===== src/rtl/axi_rw_phase_scheduler.sv =====
// ---------------------------------------------------------------------------
// axi_rw_phase_scheduler
//
// Picks the read or write direction for the shared AXI slave path. Only one
// direction is granted at a time. Each direction may issue up to its weight
// of consecutive addresses while the other direction is waiting. The number
// of issued-but-uncompleted transactions is capped. Before the direction
// turns around, every outstanding transaction is drained, so the memory
// behind the path sees clean read and write phases.
//
// Ports
//   clk          system clock
//   rstn         asynchronous active-low reset
//   wr_pending   at least one write requester is pending
//   rd_pending   at least one read requester is pending
//   addr_issue   pulse: AW/AR handshake completed in the current direction
//   txn_done     pulse: transaction completed (B, or R with rlast)
//   dir_valid    a direction is granted (state WR or RD)
//   rd_wr_flag   1 = write phase, 0 = read phase; holds its value in IDLE
//   issue_en     an address issue is permitted this cycle
//   outstanding  current count of outstanding transactions
//   err          sticky flag: protocol violation seen since reset
// ---------------------------------------------------------------------------
module axi_rw_phase_scheduler #(
  parameter int WR_WEIGHT       = 4,
  parameter int RD_WEIGHT       = 4,
  parameter int MAX_OUTSTANDING = 8,
  parameter int OUT_W           = $clog2(MAX_OUTSTANDING + 1)
) (
  input  logic             clk,
  input  logic             rstn,
  input  logic             wr_pending,
  input  logic             rd_pending,
  input  logic             addr_issue,
  input  logic             txn_done,
  output logic             dir_valid,
  output logic             rd_wr_flag,
  output logic             issue_en,
  output logic [OUT_W-1:0] outstanding,
  output logic             err
);

  localparam int MAX_WT = (WR_WEIGHT > RD_WEIGHT) ? WR_WEIGHT : RD_WEIGHT;
  localparam int BC_W   = $clog2(MAX_WT + 1);

  localparam logic [BC_W-1:0]  WR_WT   = BC_W'(WR_WEIGHT);
  localparam logic [BC_W-1:0]  RD_WT   = BC_W'(RD_WEIGHT);
  localparam logic [OUT_W-1:0] MAX_OUT = OUT_W'(MAX_OUTSTANDING);

  typedef enum logic [2:0] {
    IDLE     = 3'd0,
    WR       = 3'd1,
    WR_DRAIN = 3'd2,
    RD       = 3'd3,
    RD_DRAIN = 3'd4
  } state_t;

  state_t           r_state;
  logic [BC_W-1:0]  r_burst_cnt;
  logic [OUT_W-1:0] r_outstanding;
  logic             r_last_dir;   // 1 = last drained phase was write
  logic             r_rd_wr_flag;
  logic             r_err;

  logic             w_dir_valid;
  logic             w_in_wr;
  logic [BC_W-1:0]  w_weight;
  logic             w_own_pending;
  logic             w_other_pending;
  logic             w_yield;
  logic             w_issue_en;
  logic             w_issue_ok;
  logic             w_done_ok;
  logic             w_violation;
  logic [BC_W-1:0]  w_burst_inc;
  logic [BC_W-1:0]  w_burst_next;
  logic [OUT_W-1:0] w_out_next;

  // Direction-relative view so WR and RD share one set of equations.
  assign w_dir_valid     = (r_state == WR) || (r_state == RD);
  assign w_in_wr         = (r_state == WR);
  assign w_weight        = w_in_wr ? WR_WT : RD_WT;
  assign w_own_pending   = w_in_wr ? wr_pending : rd_pending;
  assign w_other_pending = w_in_wr ? rd_pending : wr_pending;

  // Once the weight is used up, further issues are held back only while the
  // other direction is actually waiting; otherwise the burst keeps going.
  assign w_yield    = (r_burst_cnt == w_weight) && w_other_pending;
  assign w_issue_en = w_dir_valid && (r_outstanding < MAX_OUT) && !w_yield;

  assign w_issue_ok  = addr_issue && w_issue_en;
  assign w_done_ok   = txn_done && (r_outstanding != '0);
  assign w_violation = (addr_issue && !w_issue_en) ||
                       (txn_done && (r_outstanding == '0));

  // burst_cnt < weight whenever it increments, so the +1 cannot overflow.
  assign w_burst_inc  = (r_burst_cnt == w_weight) ? r_burst_cnt
                                                  : r_burst_cnt + BC_W'(1);
  assign w_burst_next = w_issue_ok ? w_burst_inc : r_burst_cnt;

  always_comb begin
    w_out_next = r_outstanding;
    case ({w_issue_ok, w_done_ok})
      2'b10:   w_out_next = r_outstanding + OUT_W'(1);
      2'b01:   w_out_next = r_outstanding - OUT_W'(1);
      default: w_out_next = r_outstanding;
    endcase
  end

  always_ff @(posedge clk or negedge rstn) begin
    if (!rstn) begin
      r_state       <= IDLE;
      r_burst_cnt   <= '0;
      r_outstanding <= '0;
      r_last_dir    <= 1'b0;
      r_rd_wr_flag  <= 1'b0;
      r_err         <= 1'b0;
    end else begin
      r_outstanding <= w_out_next;
      if (w_violation) begin
        r_err <= 1'b1;
      end

      case (r_state)
        IDLE: begin
          r_burst_cnt <= '0;
          // Tie-break alternates away from the last drained direction.
          if (wr_pending && (!rd_pending || !r_last_dir)) begin
            r_state      <= WR;
            r_rd_wr_flag <= 1'b1;
          end else if (rd_pending) begin
            r_state      <= RD;
            r_rd_wr_flag <= 1'b0;
          end
        end

        WR, RD: begin
          // With nothing pending at all the direction stays parked and keeps
          // its burst count.
          r_burst_cnt <= w_burst_next;
          if (w_other_pending &&
              ((w_burst_next == w_weight) || !w_own_pending)) begin
            r_state <= w_in_wr ? WR_DRAIN : RD_DRAIN;
          end
        end

        WR_DRAIN: begin
          if (r_outstanding == '0) begin
            r_last_dir  <= 1'b1;
            r_burst_cnt <= '0;
            if (rd_pending) begin
              r_state      <= RD;
              r_rd_wr_flag <= 1'b0;
            end else if (wr_pending) begin
              r_state <= WR;
            end else begin
              r_state <= IDLE;
            end
          end
        end

        RD_DRAIN: begin
          if (r_outstanding == '0) begin
            r_last_dir  <= 1'b0;
            r_burst_cnt <= '0;
            if (wr_pending) begin
              r_state      <= WR;
              r_rd_wr_flag <= 1'b1;
            end else if (rd_pending) begin
              r_state <= RD;
            end else begin
              r_state <= IDLE;
            end
          end
        end

        default: begin
          r_state     <= IDLE;
          r_burst_cnt <= '0;
        end
      endcase
    end
  end

  assign dir_valid   = w_dir_valid;
  assign rd_wr_flag  = r_rd_wr_flag;
  assign issue_en    = w_issue_en;
  assign outstanding = r_outstanding;
  assign err         = r_err;

endmodule


===== config.mk =====
export PLATFORM = sky130hd
export DESIGN_NAME = axi_rw_phase_scheduler
export DESIGN_NICKNAME = d
export VERILOG_FILES = /design/src/rtl/axi_rw_phase_scheduler.sv
export SDC_FILE = /design/constraint.sdc
export NUM_CORES = 1
export LEC_CHECK = 0
export CAP_MARGIN = 20
export CORE_UTILIZATION = 35
export DETAILED_ROUTE_END_ITERATION = 12
export MAX_ROUTING_LAYER = met4
export PLACE_DENSITY = 0.64
export SYNTH_ARGS = -nofsm -noshare
export SYNTH_HDL_FRONTEND = slang
export SYNTH_SLANG_ARGS = --single-unit
export TNS_END_PERCENT = 30

===== constraint.sdc =====
create_clock -name clk -period 3.3 [get_ports clk]
set_clock_uncertainty 0.15 [all_clocks]
set_input_delay 0.33 -clock clk [delete_from_list [all_inputs] [get_ports clk]]
set_output_delay 0.33 -clock clk [all_outputs]
set_load 0.02 [all_outputs]

Yosys cells after proc, flatten, opt, wreduce, memory -nomap -nowiden
Index checks and enable logic that the tools add are counted.
Widths: inputs -> output; s select.
{"block": "op_classes", "addsub": 3, "reduce_logical": 29, "n_mux": 27, "magnitude_cmp": 1, "n_eq_ne": 14}
{"op": "$mux 3", "n": 9}
{"op": "$pmux 3 s4", "n": 1}
{"op": "$mux 1", "n": 10}
{"op": "$eq 3x3->1 const B", "n": 3}
{"op": "$logic_and 1x1->1", "n": 9}
{"op": "$ne 2x2->1 const B", "n": 4}
{"op": "$pmux 4 s2", "n": 1}
{"op": "$reduce_and 4->1", "n": 2}
{"op": "$eq 3x2->1 const B", "n": 2}
{"op": "$mux 2", "n": 3}
{"op": "$pmux 3 s2", "n": 1}
{"op": "$logic_not 1->1", "n": 5}
{"op": "$add 4x1->4 const B", "n": 1}
{"op": "$logic_not 4->1", "n": 1}
{"op": "$logic_or 1x1->1", "n": 4}
{"op": "$lt 4x4->1 const B", "n": 1}
{"op": "$reduce_bool 2->1", "n": 2}
{"op": "$reduce_bool 4->1", "n": 1}
{"op": "$reduce_or 2->1", "n": 2}
{"op": "$sub 4x1->4 const B", "n": 1}
{"op": "$add 3x1->3 const B", "n": 1}
{"op": "$eq 3x1->1 const B", "n": 1}
{"op": "$logic_not 3->1", "n": 1}
{"op": "$ne 3x3->1 const B", "n": 1}
{"op": "other kinds (7)", "n": 7}
{"block": "totals", "inputBits": 6, "wordCells": 80, "reg_bits": 13, "out_inout_bits": 8}

Longest topological paths before layout
Gate-level depths: netlist of the first run.
{"block": "logic_depth", "ltp_word": 12, "mapped_depth": 11, "mapped_depth_nobuf": 11}

Worst setup path before layout of the first run
OpenSTA, ideal clock, no wires.
{"block": "synth_timing", "path_type": "register -> register", "start": "register r_outstanding[0], in the netlist outstanding[0]", "end": "register r_outstanding[3], in the netlist outstanding[3]", "period_less_slack_ns": 2.692, "setup_ns": 0.137, "n_path_buf": 0, "arrival_time_ns": 2.405, "required_ns": 3.013, "path_slack_ns": 0.608, "stages_incl_launch_ff": 10, "cell_sequence": "dfrtp_1 > or4_1 > and2_1 > ha_1 > ha_1 > a21o_1 > a21oi_1 > xnor2_1 > nor2_1 > xor2_1"}
{"block": "synth_via", "elab_chain_cells": 6, "elab_cells_between_ends": 12, "cone_classes": "add/sub: 2; order compare: 1; eq/ne: 2; mux: 1; reduce/logical: 6"}
{"element": "start, declared", "line": "60", "text": "logic [OUT_W-1:0] r_outstanding;"}
{"element": "start signal, assigned", "line": "119", "text": "r_outstanding <= w_out_next;"}
{"element": "$lt 4x4->1", "line": "89", "text": "assign w_issue_en = w_dir_valid && (r_outstanding < MAX_OUT) && !w_yield;"}
{"element": "$logic_and 1x1->1 (2 in series)", "line": "89"}
{"element": "$logic_and 1x1->1", "line": "91", "text": "assign w_issue_ok = addr_issue && w_issue_en;"}
{"element": "$eq 2x1->1 / $eq 2x2->1 (equally long branches)", "line": "103", "text": "case ({w_issue_ok, w_done_ok})"}
{"element": "$pmux 4 s2 / $reduce_bool 2->1 (equally long branches)"}
Several ways; a longest one is shown, not always the timed one.
A chain may end at the register's enable or synchronous reset.

Worst setup path after layout of the first run
Ends and elaborated chain as after synthesis.

==> run summary, run 1 <==
number of cells on the critical path - 9
CTS tree - built
syn nets - 128
Worst Path Max Fanout - 6
share of the synthesized area in the top cell type - 32.0%
initial core utilization - 36.8%
Most Frequent Cell on Critical Path - ha_1
num rows - 19
slowest CP cell - or4_1
Peak VDD IR - 0.636 mV
wire per inst - 14.8 µm
TritonRoute pass-1 iters - 4
Comb pwr share - 60.9%
NetSw - 533 µW
# IOs - 14
Worst setup EP type - register
Post-Route WL - 2.36 mm
Netlist cell types - 39
flops & latches, synth - 13
clk_lat worst skew - 0.28 ns
worst-margin pin slew - 0.622 ns
Overall Power - 1120 µW
worst slack at placement - 0.502 ns
routed vias/inst - 5.56
Die Span X - 55.9 µm
CP Cell Sequence - or4_1 -> and2_1 -> ha_1 -> ha_1 -> a21o_1 -> a21oi_1 -> xnor2_1 -> nor2_1 -> xor2_1
Nets - 142
worst setup margin - 0.537 ns
Die H - 55.9 µm
Slew Viols, Final - 0
Setup Crit Path Kind - reg -> reg
global-route wire length before repair - 3.95 mm
most common cell after layout, fill and taps aside - a21oi_1
total congestion overflow - 0
crit path from - outstanding[0]$_DFFE_PN0P_
All-Layer GR Usage - 16.7%
cts hold-fix bufs - 0
commonest non-fill, non-tap cells in the layout - 14 x a21oi_1, 13 x dfrtp_1, 13 x clkdlybuf4s50_1, 11 x inv_1, 9 x nor2_1
GP Congestion - 0.843
hpwl dp - 1.73 mm
CTS max path bufs - 2
setup TNS - 0 ns
Cell Pwr Density - 939 nW/µm²
Synth warnings - 0
top cells by area, synth - dfrtp_1 32%, a21oi_1 6.9%, ha_1 6.2%
Routed Antenna Nets - 0
start of the worst register-to-register path - outstanding[0]$_DFFE_PN0P_
Initial DRC Count - 29
Worst R2R Path Depth - 9
Setup Buffers After CTS - 0
Mapped Cells - 116
CP Capture Point - outstanding[3]$_DFFE_PN0P_
CTS Sinks - 13
Reg power frac - 29.9%
final setup fails - 0
status - complete, no violations
Max Freq - 0.362 GHz
# resized after CTS - 0
Req. time, crit path - 3.31 ns
initial antenna violation count - 0
clock network fraction of design power - 9.2%
H-Tree Depth - 1
Avg Cell Area, Syn - 8.76 µm²
Period minus WS final - 2.76 ns
internal reg-to-reg setup slack - 0.54 ns
synthesized area - 1020 µm²
Vias - 889
fin crit share - 83.7%
Worst-path clk slew - 0.09 ns
CP max stage delay - 0.62 ns
Int Pwr - 591 µW
# DRC - 0
sequential-to-total area share from yosys stat - 32.0%
core footprint - 2760 µm²
Hold Vio Cnt, Final - 0
vias in the first global route - 857
Slew HR - 58.4%
sw frac - 47.4%
Leakage Power - 0.000509 µW
pin count of the biggest net entering global routing - 16
CP bufs+invs - 0
Synth area leader - dfrtp_1
Crit Reg-Reg Endpoint - outstanding[3]$_DFFE_PN0P_
Max Cap Viol - 0
RSZ-0062 raised after global routing - false
P&R area growth vs syn - 17.9%
Root Buffer - clkbuf_4
fin util - 43.4%
crit path launch type - register
Hold Crit Class - in -> async
share of layout cells above drive strength 1 - 6.98%
I/O Buffers - 13
Die Area - 3120 µm²
Antenna diodes - 0
critical path arrival - 2.77 ns
family with the most delay on the worst path - simple AND/OR/NAND/NOR gates
Num CTS Buffers - 3
==> power by group through the flow <==
stage	Clock, µW	Sequential, µW	Combinational [µW]
final	104	336	685
after global routing	118	348	758
after CTS	107	335	692
after detailed placement	0	339	687
after global placement	0	333	673
after floorplan	0	337	471
==> sequential cells by signal, summed over array words and instances (netlist names) <==
name,cells
err,1
outstanding,4
r_burst_cnt,3
r_last_dir,1
r_state,3
rd_wr_flag,1
==> stage by stage <==
stage                     instances  instance area (µm²)  hold slack [ns]
final                           160                 1200            0.274
after global routing            160                 1200            0.335
after CTS                       160                 1200            0.303
after detailed placement        156                 1170            0.332
after global placement          156                 1170            0.315
after floorplan                 116                 1020           -0.116
==> cell families after synthesis <==
| kind of cell | after synthesis | share of synthesized area (%) |
|---|---|---|
| adders and majority gates | 6 | 8.13 |
| AOI/OAI and AO/OA | 36 | 22.8 |
| and+or+nand+nor | 35 | 21.7 |
| xor gates and xnor gates | 5 | 4.31 |
| DFF | 13 | 32.0 |
| muxes | 5 | 4.93 |
| buffers and inverters | 16 | 6.16 |
==> worst min path at each step <==
| stage | start | to | slack (ns) | depth (start not counted) |
|---|---|---|---|---|
| 2_1_floorplan | rstn | err$_DFFE_PN0P_ | -0.12 | 0 |
| 3_3_place_gp | err$_DFFE_PN0P_ | err$_DFFE_PN0P_ | 0.32 | 2 |
| 3_5_place_dp | err$_DFFE_PN0P_ | err$_DFFE_PN0P_ | 0.33 | 2 |
| 4_1_cts | rstn | r_burst_cnt[2]$_DFFE_PN0P_ | 0.30 | 1 |
| 5_1_grt | rstn | r_burst_cnt[2]$_DFFE_PN0P_ | 0.33 | 1 |
| 6_report | rstn | r_state[2]$_DFFE_PN0P_ | 0.27 | 1 |
==> metal layers <==
metal / track usage (%) / share of wire [%] / up-vias / wire length, µm
li1: - / - / 445 / -
met1: 20.8 / 45 / 430 / 1070
met2: 27.2 / 51 / 14 / 1200
met3: 5.58 / 3.9 / 0 / 92
met4: 2.09 / 0 / 0 / 0
met5: - / 0 / - / 0
==> final cells by class <==
cell class / instances / area (µm²)
multi-input combinational: 87 / 628
fill: 274 / 1560
clock buffer: 4 / 26.3
timing repair buffer: 14 / 138
sequential: 13 / 325
inverter: 11 / 41.3
tap: 31 / 38.8
==> synth_stat cells <==
| cell type | number |
|---|---|
| a31oi_1 | 2 |
| ha_1 | 5 |
| inv_1 | 11 |
| fa_1 | 1 |
| and2_1 | 1 |
| a41o_1 | 1 |
| o21ai_2 | 1 |
| o21ai_1 | 1 |
| o21ai_0 | 7 |
| o32ai_2 | 1 |
| nor3_1 | 4 |
| buf_2 | 2 |
| a22o_1 | 1 |
| mux2i_1 | 5 |
| a221oi_1 | 1 |
| dfrtp_1 | 13 |
| o41ai_1 | 1 |
| a21bo_1 | 1 |
| nor2_1 | 9 |
| nor3b_1 | 2 |
| or3_1 | 1 |
| xor2_1 | 2 |
| xnor2_1 | 3 |
| nand3_1 | 1 |
| or4_1 | 1 |
| and4bb_1 | 1 |
| a21oi_1 | 14 |
| a211oi_1 | 1 |
| nor4_1 | 2 |
| o21bai_1 | 1 |
| nand2b_1 | 3 |
| nand2_1 | 4 |
| nor2b_1 | 2 |
| clkbuf_1 | 3 |
| o31ai_1 | 1 |
| nand4b_1 | 1 |
| a21o_1 | 2 |
| nor4_2 | 2 |
| nor4_4 | 1 |
No activity file was read; power rests on OpenSTA's default activity.
==> inputs of run 2 (changes only) <==
PLACE_DENSITY = 0.66   (was 0.64)
clock period = 2.3 ns   (was 3.3 ns; I/O delays follow)
==> run 2 against run 1 <==
The flow now finishes with violations (negative setup slack). First-iteration DRC count fell by 6.9%. Clock power increased by 41%. Register-to-register slack worse by 0.58 ns. Fmax grew 18%. Critical path type unchanged. Largest cell class unchanged.
==> run summary, run 2 (synthesis gave the netlist of run 1 again) <==
Slew Viols, Final - 0
CTS tree - built
FILL cells - 258
Worst-path clk slew - 0.09 ns
Die Area - 3120 µm²
Worst Path Max Fanout - 3
Hold Vio Cnt, Final - 0
Leakage Power - 0.000593 µW
Nets - 158
P&R area growth vs syn - 33.3%
CTS max path bufs - 2
hpwl dp - 1.81 mm
Max Cap Viol - 0
Period minus WS final - 2.34 ns
num rows - 19
status - complete, but fails checks
Routed Antenna Nets - 0
Vias - 960
Die H - 55.9 µm
Most Frequent Cell on Critical Path - ha_4
Req. time, crit path - 2.31 ns
routed vias/inst - 5.45
slowest CP cell - or4_4
worst hold slack - 0.179 ns
Initial DRC Count - 27
pin count of the biggest net entering global routing - 14
final setup fails - 1
H-Tree Depth - 1
Die Span X - 55.9 µm
clk_lat worst skew - 0.28 ns
Root Buffer - clkbuf_4
crit path launch type - register
All-Layer GR Usage - 16.9%
failing checks - negative setup slack
Setup Crit Path Kind - reg -> reg
initial antenna violation count - 0
RSZ-0062 raised after global routing - true
# DRC - 0
# IOs - 14
I/O Buffers - 13
Antenna diodes - 0
CTS Sinks - 13
Slew HR - 58.2%
commonest non-fill, non-tap cells in the layout - 17 x buf_4, 13 x a21oi_1, 12 x clkdlybuf4s50_1, 11 x inv_1, 11 x dfrtp_1
fin crit share - 102%
Setup Buffers After CTS - 0
CP Cell Sequence - or4_4 -> and2_4 -> ha_4 -> ha_4 -> a21o_1 -> a21oi_2 -> xnor2_1 -> nor2_1 -> xor2_1
wire per inst - 13.7 µm
global-route wire length before repair - 4.05 mm
Num CTS Buffers - 3
Hold Crit Class - in -> async
Worst setup EP type - register
Post-Route WL - 2.42 mm
total congestion overflow - 0
dpl cell area - 1330 µm²
Max Freq - 0.428 GHz
worst setup margin - -0.0388 ns
Peak VDD IR - 0.955 mV
share of layout cells above drive strength 1 - 22.1%
critical path arrival - 2.35 ns
Final Cell Area - 1350 µm²
core footprint - 2760 µm²
CP max stage delay - 0.53 ns
TritonRoute pass-1 iters - 4
GP Congestion - 0.888
Overall Power - 1820 µW
Cell Pwr Density - 1340 nW/µm²
vias in the first global route - 845
Largest register FFs - 4
cts hold-fix bufs - 0
initial core utilization - 36.8%
worst-margin pin slew - 0.624 ns
most common cell after layout, fill and taps aside - buf_4
-- run 2: cell types whose count changed in the layout (fill, tap and decap cells not counted) --
cell,previous run,this run
a21oi_2,0,1
or4_1,1,0
dlygate4sd2_1,0,1
buf_4,1,17
or4_4,0,1
and2_4,0,1
ha_1,5,3
and2_1,1,0
ha_4,0,2
clkdlybuf4s50_1,13,12
dfrtp_2,0,2
dfrtp_1,13,11
a21oi_1,14,13
-- run 2: critical path: cells and delay by family, from the launching register on --
family | cells | cell delay, ns
adder cells (fa/ha/maj) | 2 | 0.37
AND/OR/NAND/NOR | 3 | 0.75
AO/OA/AOI/OAI | 2 | 0.29
XOR/XNOR | 2 | 0.26
flip-flops | 1 | 0.41
-- run 2: repair_timing --
item,CTS,global route
endpoints found under the hold margin,0,0
pin swaps,0,1
endpoints found under the setup margin,2,2
resized for setup,1,0
-- run 2: power by group --
group / leakage (µW) / switching [µW] / total [µW] / internal (µW)
sequential: 0.000152 / 57.9 / 379 / 321
combinational: 0.000426 / 665 / 1290 / 625
clock: 0.0000150 / 79.5 / 147 / 67.2
-- run 2: cell type report --
type	instances	area, µm²	area share (%)
Timing Repair Buffer	30	256	18.9
Multi-Input combinational cell	87	663	49.0
Tap cell	31	38.8	2.87
Inverter	11	41.3	3.05
Clock buffer	4	26.3	1.94
Sequential cell	13	328	24.2
-- run 2: per-layer routing --
layer / global-route usage, % / up-vias / wire length, µm / part of all wire [%]
met2: 25.0 / 32 / 1100 / 46
met3: 3.02 / 2 / 135 / 5.6
met5: - / - / 0 / 0
met1: 23.8 / 448 / 1160 / 48
met4: 5.23 / 0 / 19 / 0.79
li1: - / 478 / - / -
-- run 2: through the flow --
stage          setup WS [ns]  utilization, %  cells  TNS [ns]
4_1_cts              -0.0610            49.1    176   -0.0610
6_report             -0.0388            49.1    176   -0.0388
3_5_place_dp         -0.0605            48.2    172   -0.0623
2_1_floorplan         -0.119               -    116    -0.119
5_1_grt               -0.118            49.1    176    -0.127
3_3_place_gp         -0.0176            48.2    172   -0.0176
-- run 2: worst paths after layout --
path / start / to / slack (ns) / depth (start not counted)
worst max register to register: outstanding[3]$_DFFE_PN0P_ / outstanding[3]$_DFFE_PN0P_ / -0.04 / 9
worst min-delay path: rstn / r_burst_cnt[2]$_DFFE_PN0P_ / 0.18 / 1
worst max-delay path: outstanding[3]$_DFFE_PN0P_ / outstanding[3]$_DFFE_PN0P_ / -0.04 / 9
max in group asynchronous: rstn / outstanding[0]$_DFFE_PN0P_ / 1.37 / 1
min in group clk: err$_DFFE_PN0P_ / err$_DFFE_PN0P_ / 0.36 / 2
worst min register to register: err$_DFFE_PN0P_ / err$_DFFE_PN0P_ / 0.36 / 2
